==> src/rtl/slab_compare_sched_pkg.sv <==
// Shared types and constants for the ray/AABB slab-reduction scheduler.
// Latency: n/a (package only).
// Backpressure: n/a. Macro SLAB_TMAX_POS_EN adds the "box in front of origin" step.
package slab_compare_sched_pkg;

    // FloPoCo word: [17:16] exception, [15] sign, [14:11] exponent, [10:0] fraction
    localparam int FP_W   = 18;
    localparam int EXC_HI = FP_W - 1;
    localparam int EXC_LO = FP_W - 2;
    localparam int SIGN   = FP_W - 3;

    localparam logic [1:0]      EXC_NORM = 2'b01;
    localparam logic [FP_W-1:0] FP_ZERO  = '0;   // exc=00 encodes zero

`ifdef SLAB_TMAX_POS_EN
    localparam int N_CMP = 6;
`else
    localparam int N_CMP = 5;
`endif

    typedef enum logic [2:0] {
        S_IDLE,
        S_CMP,
        S_WAIT,
        S_UPD,
        S_DONE
    } state_t;

    // Comparison steps, issued in this order
    localparam logic [2:0] STEP_NEAR_XY = 3'd0;  // (nx, ny)     tmin = g ? A : B
    localparam logic [2:0] STEP_NEAR_Z  = 3'd1;  // (tmin, nz)   tmin = g ? A : B
    localparam logic [2:0] STEP_FAR_XY  = 3'd2;  // (fx, fy)     tmax = g ? B : A
    localparam logic [2:0] STEP_FAR_Z   = 3'd3;  // (tmax, fz)   tmax = g ? B : A
    localparam logic [2:0] STEP_HIT     = 3'd4;  // (tmax, tmin) hit = g
    localparam logic [2:0] STEP_POS     = 3'd5;  // (tmax, 0)    hit = hit & g
    localparam logic [2:0] LAST_STEP    = 3'(N_CMP - 1);

endpackage

==> src/rtl/slab_compare_sched_greater_than.sv <==
// Strict A > B test on FloPoCo words, pipelined to LAT cycles (stands in for FPSub + sign/exc test).
// Latency: LAT cycles from operand presentation to gt_o.
// Backpressure: none; free-running pipeline, caller holds operands stable.
// Ports: clk/rst, a_i/b_i operands, gt_o = 1 only when both are finite and A is strictly greater.
module slab_compare_sched_greater_than
    import slab_compare_sched_pkg::*;
#(
    parameter int LAT = 3
) (
    input  logic            clk,
    input  logic            rst,
    input  logic [FP_W-1:0] a_i,
    input  logic [FP_W-1:0] b_i,
    output logic            gt_o
);

    // Map to a signed integer whose order matches the real value; zero (any sign) maps to 0,
    // and the implicit leading one keeps the smallest normal above zero.
    function automatic logic signed [FP_W-2:0] to_int(input logic [FP_W-1:0] v);
        logic [FP_W-3:0] mag;
        mag    = (v[EXC_HI:EXC_LO] == EXC_NORM) ? {1'b1, v[SIGN-1:0]} : '0;
        to_int = v[SIGN] ? -$signed({1'b0, mag}) : $signed({1'b0, mag});
    endfunction

    logic           fin_ab;
    logic           gt_raw;
    logic [LAT-1:0] pipe_q;

    // Inf/NaN on either side makes the difference non-normal, so the result is "not greater"
    assign fin_ab = !a_i[EXC_HI] && !b_i[EXC_HI];
    assign gt_raw = fin_ab && (to_int(a_i) > to_int(b_i));

    always_ff @(posedge clk or posedge rst) begin
        if (rst) begin
            pipe_q <= '0;
        end else begin
            pipe_q[0] <= gt_raw;
            for (int i = 1; i < LAT; i++) begin
                pipe_q[i] <= pipe_q[i-1];
            end
        end
    end

    assign gt_o = pipe_q[LAT-1];

endmodule

==> src/rtl/slab_compare_sched.sv <==
// Ray/AABB slab reduction (tmin=max near, tmax=min far, hit=tmax>tmin) on one shared comparator.
// Latency: out_valid rises 1+N_CMP*(CMP_LAT+2) cycles after accept.
// Backpressure: in_ready only in IDLE; result held in DONE until out_ready. Macro: SLAB_TMAX_POS_EN.
// Ports: in_valid/in_ready + near_*/far_*/in_id input bundle; out_valid/out_ready + out_hit,
//        out_tmin, out_tmax, out_id result bundle.
module slab_compare_sched
    import slab_compare_sched_pkg::*;
#(
    parameter int CMP_LAT = 3,
    parameter int ID_W    = 8
) (
    input  logic            clk,
    input  logic            rst,
    input  logic            in_valid,
    output logic            in_ready,
    input  logic [FP_W-1:0] near_x,
    input  logic [FP_W-1:0] near_y,
    input  logic [FP_W-1:0] near_z,
    input  logic [FP_W-1:0] far_x,
    input  logic [FP_W-1:0] far_y,
    input  logic [FP_W-1:0] far_z,
    input  logic [ID_W-1:0] in_id,
    output logic            out_valid,
    input  logic            out_ready,
    output logic            out_hit,
    output logic [FP_W-1:0] out_tmin,
    output logic [FP_W-1:0] out_tmax,
    output logic [ID_W-1:0] out_id
);

    localparam int CNT_W = (CMP_LAT > 1) ? $clog2(CMP_LAT) : 1;
    localparam logic [CNT_W-1:0] CNT_LAST = CNT_W'(CMP_LAT - 1);

    state_t          state_q, state_d;
    logic [2:0]      step_q, step_d;
    logic [CNT_W-1:0] cnt_q, cnt_d;
    logic            g_q, g_d;
    logic [FP_W-1:0] nx_q, ny_q, nz_q, fx_q, fy_q, fz_q;
    logic [FP_W-1:0] nx_d, ny_d, nz_d, fx_d, fy_d, fz_d;
    logic [ID_W-1:0] id_q, id_d;
    logic [FP_W-1:0] tmin_q, tmin_d, tmax_q, tmax_d;
    logic            hit_q, hit_d;
    logic            out_valid_q, out_valid_d, out_hit_q, out_hit_d;
    logic [FP_W-1:0] out_tmin_q, out_tmin_d, out_tmax_q, out_tmax_d;
    logic [ID_W-1:0] out_id_q, out_id_d;

    logic [FP_W-1:0] op_a, op_b;
    logic            gt;

    // Operands depend only on the step index, so they stay stable from CMP through UPD
    always_comb begin
        op_a = FP_ZERO;
        op_b = FP_ZERO;
        case (step_q)
            STEP_NEAR_XY: begin op_a = nx_q;   op_b = ny_q;   end
            STEP_NEAR_Z:  begin op_a = tmin_q; op_b = nz_q;   end
            STEP_FAR_XY:  begin op_a = fx_q;   op_b = fy_q;   end
            STEP_FAR_Z:   begin op_a = tmax_q; op_b = fz_q;   end
            STEP_HIT:     begin op_a = tmax_q; op_b = tmin_q; end
            STEP_POS:     begin op_a = tmax_q; op_b = FP_ZERO; end
            default:      ;
        endcase
    end

    slab_compare_sched_greater_than #(.LAT(CMP_LAT)) u_gt (
        .clk  (clk),
        .rst  (rst),
        .a_i  (op_a),
        .b_i  (op_b),
        .gt_o (gt)
    );

    always_comb begin
        state_d     = state_q;
        step_d      = step_q;
        cnt_d       = cnt_q;
        g_d         = g_q;
        nx_d = nx_q; ny_d = ny_q; nz_d = nz_q;
        fx_d = fx_q; fy_d = fy_q; fz_d = fz_q;
        id_d        = id_q;
        tmin_d      = tmin_q;
        tmax_d      = tmax_q;
        hit_d       = hit_q;
        out_valid_d = out_valid_q;
        out_hit_d   = out_hit_q;
        out_tmin_d  = out_tmin_q;
        out_tmax_d  = out_tmax_q;
        out_id_d    = out_id_q;

        case (state_q)
            S_IDLE: begin
                if (in_valid) begin
                    nx_d = near_x; ny_d = near_y; nz_d = near_z;
                    fx_d = far_x;  fy_d = far_y;  fz_d = far_z;
                    id_d    = in_id;
                    step_d  = STEP_NEAR_XY;
                    hit_d   = 1'b0;
                    state_d = S_CMP;
                end
            end
            S_CMP: begin
                cnt_d   = '0;
                state_d = S_WAIT;
            end
            S_WAIT: begin
                if (cnt_q == CNT_LAST) begin
                    g_d     = gt;
                    state_d = S_UPD;
                end else begin
                    cnt_d = cnt_q + 1'b1;
                end
            end
            S_UPD: begin
                // g=0 on ties: max keeps B, min keeps A; both are the same value
                case (step_q)
                    STEP_NEAR_XY, STEP_NEAR_Z: tmin_d = g_q ? op_a : op_b;
                    STEP_FAR_XY, STEP_FAR_Z:   tmax_d = g_q ? op_b : op_a;
                    STEP_HIT:                  hit_d  = g_q;
                    STEP_POS:                  hit_d  = hit_q & g_q;
                    default:                   ;
                endcase
                if (step_q == LAST_STEP) begin
                    state_d = S_DONE;
                end else begin
                    step_d  = step_q + 3'd1;
                    state_d = S_CMP;
                end
            end
            S_DONE: begin
                // First DONE cycle publishes the result; afterwards wait for the handshake
                if (!out_valid_q) begin
                    out_valid_d = 1'b1;
                    out_hit_d   = hit_q;
                    out_tmin_d  = tmin_q;
                    out_tmax_d  = tmax_q;
                    out_id_d    = id_q;
                end else if (out_ready) begin
                    out_valid_d = 1'b0;
                    state_d     = S_IDLE;
                end
            end
            default: state_d = S_IDLE;
        endcase
    end

    always_ff @(posedge clk or posedge rst) begin
        if (rst) begin
            state_q     <= S_IDLE;
            step_q      <= '0;
            cnt_q       <= '0;
            g_q         <= 1'b0;
            nx_q <= '0; ny_q <= '0; nz_q <= '0;
            fx_q <= '0; fy_q <= '0; fz_q <= '0;
            id_q        <= '0;
            tmin_q      <= '0;
            tmax_q      <= '0;
            hit_q       <= 1'b0;
            out_valid_q <= 1'b0;
            out_hit_q   <= 1'b0;
            out_tmin_q  <= '0;
            out_tmax_q  <= '0;
            out_id_q    <= '0;
        end else begin
            state_q     <= state_d;
            step_q      <= step_d;
            cnt_q       <= cnt_d;
            g_q         <= g_d;
            nx_q <= nx_d; ny_q <= ny_d; nz_q <= nz_d;
            fx_q <= fx_d; fy_q <= fy_d; fz_q <= fz_d;
            id_q        <= id_d;
            tmin_q      <= tmin_d;
            tmax_q      <= tmax_d;
            hit_q       <= hit_d;
            out_valid_q <= out_valid_d;
            out_hit_q   <= out_hit_d;
            out_tmin_q  <= out_tmin_d;
            out_tmax_q  <= out_tmax_d;
            out_id_q    <= out_id_d;
        end
    end

    assign in_ready  = (state_q == S_IDLE);
    assign out_valid = out_valid_q;
    assign out_hit   = out_hit_q;
    assign out_tmin  = out_tmin_q;
    assign out_tmax  = out_tmax_q;
    assign out_id    = out_id_q;

endmodule

==> config.mk <==
export PLATFORM = sky130hd
export DESIGN_NAME = slab_compare_sched
export DESIGN_NICKNAME = d
export VERILOG_FILES = /design/src/rtl/slab_compare_sched_pkg.sv /design/src/rtl/slab_compare_sched_greater_than.sv /design/src/rtl/slab_compare_sched.sv
export SDC_FILE = /design/constraint.sdc
export NUM_CORES = 1
export LEC_CHECK = 0
export CAP_MARGIN = 20
export CORE_UTILIZATION = 49
export CTS_BUF_LIST = sky130_fd_sc_hd__clkbuf_8 sky130_fd_sc_hd__clkbuf_16
export DETAILED_ROUTE_END_ITERATION = 12
export GPL_TIMING_DRIVEN = 1
export HOLD_SLACK_MARGIN = 0.12
export PLACE_DENSITY = 0.76
export REMOVE_ABC_BUFFERS = 1
export SETUP_SLACK_MARGIN = 0.3
export SYNTH_ARGS = -nofsm -noshare
export SYNTH_HDL_FRONTEND = slang
export SYNTH_SLANG_ARGS = --single-unit
==> constraint.sdc <==
create_clock -name clk -period 6.04 [get_ports clk]
set_input_delay 0.604 -clock clk [delete_from_list [all_inputs] [get_ports clk]]
set_output_delay 0.604 -clock clk [all_outputs]
set_load 0.005 [all_outputs]
## After elaboration in Yosys (flattened, before gate mapping)

Cells that the tools add are included.

| word-level totals | value |
|---|---|
| register bits | 211 |
| input port bits | 120 |
| output and inout port bits | 47 |
| word-level logic and storage cells | 90 |

| operators by class | value |
|---|---|
| $add $sub $neg | 4 |
| order comparisons | 1 |
| equality and inequality tests | 19 |
| muxes and demuxes | 24 |
| bitwise logic cells | 2 |
| reductions and logical operators | 20 |

Operators by type and width:

| operator | number |
|---|---|
| $pmux W18 S5 | 1 |
| $pmux W18 S4 | 1 |
| $mux W18 | 2 |
| $mux W17 | 2 |
| $neg A16 Y17 | 2 |
| $mux W16 | 2 |
| $mux W3 | 7 |
| $gt A17 B17 Y1 | 1 |
| $pmux W3 S5 | 1 |
| $eq A3 B2 Y1 const B | 4 |
| $ne A2 B2 Y1 const B | 6 |
| $reduce_and A2 Y1 | 6 |
| $eq A3 B3 Y1 const B | 3 |
| $eq A3 B1 Y1 const B | 2 |
| $logic_not A3 Y1 | 2 |
| $pmux W3 S2 | 1 |
| $reduce_and A3 Y1 | 2 |
| $eq A2 B1 Y1 const B | 2 |
| $pmux W1 S2 | 2 |
| $pmux W2 S2 | 1 |
| $reduce_and A4 Y1 | 1 |
| $reduce_bool A2 Y1 | 2 |
| $reduce_or A2 Y1 | 2 |
| $add A3 B1 Y3 const B | 1 |
| other kinds (10) | 14 |

## Longest topological paths before layout

| depth | value |
|---|---|
| word-level depth | 9 |
| gate-level depth with buffers | 26 |
| mapped depth without buffers | 19 |

## Hierarchy

From an unflattened synthesis, not the netlist that was laid out.

| unflattened totals | value |
|---|---|
| cell total of the unflattened synthesis | 906 |
| area total of the unflattened synthesis | 10633.9 µm² |

Modules (own cells, without submodules):

| module | times used | cells each | area each (µm²) | seq. area each (µm²) |
|---|---|---|---|---|
| slab_compare_sched | 1 | 703 | 9266.4 | 5205.0 |
| slab_compare_sched_greater_than | 1 | 203 | 1367.6 | 75.1 |

## Worst setup path after synthesis

OpenSTA, ideal clock, no wires.

| timing path | value |
|---|---|
| path type | flip-flop to flip-flop |
| start | register step_q[2] |
| end | register u_gt.pipe_q[0] |
| setup time | 128 ps |
| arrival | 4461 ps |
| path slack | 1451 ps |
| stages on the path, launching flop included | 27 |
| path buffers | 9 |
| clock period less this slack | 4589 ps |
| cell sequence | dfrtp_1 > buf_6 > buf_8 > buf_12 > buf_6 > inv_1 > ha_1 > buf_2 > buf_1 > nand2_1 > o2111ai_1 > nor2b_1 > clkbuf_1 > clkbuf_1 > nand2_1 > ha_1 > clkbuf_1 > and2_1 > nand4_1 > o2111a_1 > a31oi_1 > ha_1 > a21o_1 > a211oi_1 > nand3_1 > a21oi_1 > a211oi_1 |

| on the way | value |
|---|---|
| word-level cells in the longest chain between the ends | 9 |

RTL lines:

| element | line | text |
|---|---|---|
| from (decl) | slab_compare_sched.sv:35 | `logic [2:0] step_q, step_d;` |
| from (signal assigned) | slab_compare_sched.sv:165 | `step_q <= step_d;` |
| $eq A3 B3 Y1 or $eq A3 B2 Y1 (tied branches) | slab_compare_sched.sv:54 | `case (step_q)` |
| $reduce_or A3 Y1 (no line) | -- |  |
| $pmux W18 S4 | slab_compare_sched.sv:54 |  |
| $eq A2 B1 Y1 | slab_compare_sched_greater_than.sv:21 | `mag = (v[EXC_HI:EXC_LO] == EXC_NORM) ? {1'b1, v[SIGN-1:0]} : '0;` |
| $mux W16 | slab_compare_sched_greater_than.sv:21 |  |
| $neg A16 Y17 | slab_compare_sched_greater_than.sv:22 | `to_int = v[SIGN] ? -$signed({1'b0, mag}) : $signed({1'b0, mag});` |
| $mux W17 | slab_compare_sched_greater_than.sv:22 |  |
| $gt A17 B17 Y1 | slab_compare_sched_greater_than.sv:31 | `assign gt_raw = fin_ab && (to_int(a_i) > to_int(b_i));` |
| $logic_and A1 B1 Y1 (*) | slab_compare_sched_greater_than.sv:31 |  |
| via u_gt.gt_raw | slab_compare_sched_greater_than.sv:26 | `logic gt_raw;` |
| to (signal assigned) | slab_compare_sched_greater_than.sv:37 | `pipe_q[0] <= gt_raw;` |
| to (signal, indexed assignment) | slab_compare_sched_greater_than.sv:39 | `pipe_q[i] <= pipe_q[i-1];` |
| to (decl) | slab_compare_sched_greater_than.sv:27 | `logic [LAT-1:0] pipe_q;` |

Mark *: on every way through the listed nets, which the timed path passes. The rest lies on a longest branch.
A chain may end at the register's enable or synchronous reset.

## Worst setup path in the final report

| timing path | value |
|---|---|
| start | register step_q[0] |
| end | register u_gt.pipe_q[0] |

The elaborated chain is that of the path after synthesis.

==> summary.md <==
| Metric | Value |
|---|---|
| Die area | 23,100 um2 |
| Fmax | 0.192 GHz |
| Row cnt | 54 |
| Mapped Avg Cell Area | 10.9 um2 |
| Placed cell area | 12,800 um2 |
| Synth Register Bits | 211 |
| Post-synthesis sequential area ratio | 48.0% |
| Clock slew at reported path FFs | 0.07 ns |
| Starting Density | 50.3% |
| # Max-Cap Violations | 0 |
| Count of nets after finishing | 1,293 |
| Vias per inst | 5.85 |
| Ys flop type | dfrtp_1 |
| Vias in the first global route | 8,579 |
| Worst min path class | register to register |
| Reg2reg path depth | 20 |
| Worst Setup End Kind | register |
| Worst Hold Path Cells | 0 |
| Yosys warns | 0 |
| Pre-Repair DR Iteration Count | 6 |
| Crit-path max FO | 19 |
| Synth area leader | dfrtp_1 |
| PwrDens | 615 nW/um2 |
| Final hold vios | 0 |
| CTS max path bufs | 3 |
| I/O pin count | 167 |
| Final hold slack | 0.348 ns |
| Status | completed |
| Max-slew violation total from the final report | 0 |
| All-Layer GR Usage | 24.6% |
| Final setup TNS | 0 ns |
| Synthesized instance count | 1,007 |
| Setup crit start kind | register |
| WL/cell | 19.6 um |
| Final Power | 8.35 mW |
| Htree depth | 1 |
| Largest net degree at the start of global routing | 108 |
| Post-CTS sizing | 0 |
| DIE WIDTH | 152 um |
| Pre-CTS setup slack | 1.01 ns |
| CTS Buf Count | 23 |
| Final worst slack | 0.837 ns |
| Most frequent cells in the layout | dfrtp_1, mux2_2, clkdlybuf4s50_1 |
| RSZ-0062 raised after global routing | false |
| Hold-fix buffers, CTS | 0 |
| Worst R2R Start | step_q[0]$_DFFE_PP0P_ |
| Non-Filler Instances | 1,444 |
| Placed cells | 1,402 |
| Hold worst-path end | u_gt.pipe_q[2]$_DFF_PP0_ |
| Share of layout cells above drive strength 1 | 21.0% |
| Final GP Congestion | 0.907 |
| # clock sinks | 211 |
| Fin crit period | 5.20 ns |
| Utilization after layout | 62.1% |
| VDD IR max | 0.288 mV |
| Sum of net half-perimeters after detailed placement | 19,700 um |
| Post CTS Setup Buffer Count | 0 |
| Skew final | 0.0114 ns |
| EDFF count, synth | 0 |
| Worst EP required | 6.43 ns |
| Worst R2R Setup Slack | 0.84 ns |
| CTS tree | built |
| Initial antenna violation count | 0 |
| Post-Syn Area | 11,000 um2 |
| Share of the synthesized area in the top cell type | 48.0% |
| Vias | 8,443 |
| Synth async-reset ratio | 100% |
| Syn-to-layout area delta | 23.5% |
| CTS Root Cell | clkbuf_16 |
| Critical path class | register to register |
| Reg-to-reg endpoint | u_gt.pipe_q[0]$_DFF_PP0_ |
| Rel. slew slack | 34.6% |
| WP data arrival | 5.60 ns |
| Die height | 152 um |
| # setup viols final | 0 |
| Hold_sp | u_gt.pipe_q[1]$_DFF_PP0_ |
| Fin crit share | 86.1% |
| DRT iter0 DRCs | 555 |
| Commonest non-fill, non-tap cell in the layout | dfrtp_1 |
| Worst skew pair latency | 0.51 ns |
| Synth top area cells | dfrtp_1, mux2_2, nand2_1 |
| Pleak | 5.76 nW |
| First-pass GRT wire length | 45,800 um |
| Gr ovfl total | 0 |
| Synth unique cells | 70 |
| Final instance area | 13,600 um2 |
| Residual DRC count | 0 |
| DRT Wirelength | 28,300 um |
| Ant diodes | 0 |
| Port Buffers | 166 |
| Area of the core | 21,900 um2 |
| Worst slew pin tran | 0.980 ns |
| DRT antenna net count | 0 |
==> power breakdown <==
group          leakage [nW]  internal, mW  total [mW]  switching (mW)
sequential             2.64          1.98        2.49           0.503
combinational          2.74          1.95        4.49            2.53
clock                 0.383         0.806        1.38           0.571
==> worst max-delay path, stage by stage, from the launching register on <==
cell and delay (ns):
dfrtp_1 0.42, inv_1 0.10, ha_1 0.81, o21a_4 0.23, or2_1 0.54, a22oi_2 0.17, buf_4 0.24, nand2b_1 0.12
ha_1 0.28, inv_1 0.13, a211oi_4 0.28, a41oi_1 0.19, xor2_1 0.17, a21o_1 0.20, ha_1 0.28, and4_1 0.23
nand2_1 0.08, nor4_1 0.29, a21oi_1 0.08, a21oi_1 0.16, a211oi_1 0.06
==> cell usage after synthesis (all sizes together) (2+ instances only) <==
cell	instances
a22o	5
inv	11
a211oi	4
nor4	3
xnor2	7
nand3	7
dfrtp	211
or3	2
mux2	167
clkbuf	41
ha	25
o21ai	75
a22oi	3
and4	5
nand2	101
and3	3
nor3	10
o22a	2
nor2	65
o41ai	2
o2bb2ai	4
a41oi	3
nand3b	25
o21bai	2
or2	5
nand4	4
o2111a	6
nand2b	10
a21oi	60
o22ai	3
a31oi	8
xor2	2
nor2b	8
a222oi	22
and2	7
a21o	10
o21a	3
buf	29
mux2i	23
o2111ai	11
==> how the worst max path moves through the flow <==
stage	depth (start not counted)	end	slack (ns)	start
finish	20	u_gt.pipe_q[0]$_DFF_PP0_	0.84	step_q[0]$_DFFE_PP0P_
global route	19	u_gt.pipe_q[0]$_DFF_PP0_	0.51	step_q[1]$_DFFE_PP0P_
CTS	20	u_gt.pipe_q[0]$_DFF_PP0_	0.96	step_q[0]$_DFFE_PP0P_
detailed placement	19	u_gt.pipe_q[0]$_DFF_PP0_	1.01	step_q[0]$_DFFE_PP0P_
global placement	19	u_gt.pipe_q[0]$_DFF_PP0_	1.21	step_q[0]$_DFFE_PP0P_
floorplan	1	cnt_q[0]$_DFFE_PP0P_	-0.33	rst
==> cell families after synthesis <==
group,count (synthesis),synth area share (%)
adder cells (fa/ha/maj),25,2.84
AND/OR/NAND/NOR,261,11.5
AO/OA/AOI/OAI,230,14.0
XOR/XNOR,9,0.716
buffers and inverters,81,3.68
multiplexers,190,19.2
flip-flops,211,48.0
==> cell type report <==
cell class              instances  area [um2]
well taps                     280         350
flip-flops and latches        211        5280
clock inverters                16         136
multi-input cells             715        5330
fillers                      1793        8310
clock buffers                  25         603
inverters                      11        48.8
repair buffers                186        1830
==> layer usage <==
layer  track usage, %  wire, um  vias up  part of all wire (%)
li1                 -         -     3959                     -
met1             33.6     12400     4148                    44
met2             40.2     13500      281                    48
met3             3.57      1660       55                   5.9
met4             8.24       748        0                   2.6
met5                0         0        -                     0
==> registers in the layout (all words and copies together), names as in the netlist <==
register     flops
cnt_q            2
fx_q            18
fy_q            18
fz_q            18
g_q              1
hit_q            1
id_q             8
nx_q            18
ny_q            18
nz_q            18
out_hit          1
out_id           8
out_tmax        18
out_tmin        18
out_valid        1
state_q          3
step_q           3
tmax_q          18
tmin_q          18
u_gt.pipe_q      3
No activity file was read; power rests on OpenSTA's default activity.
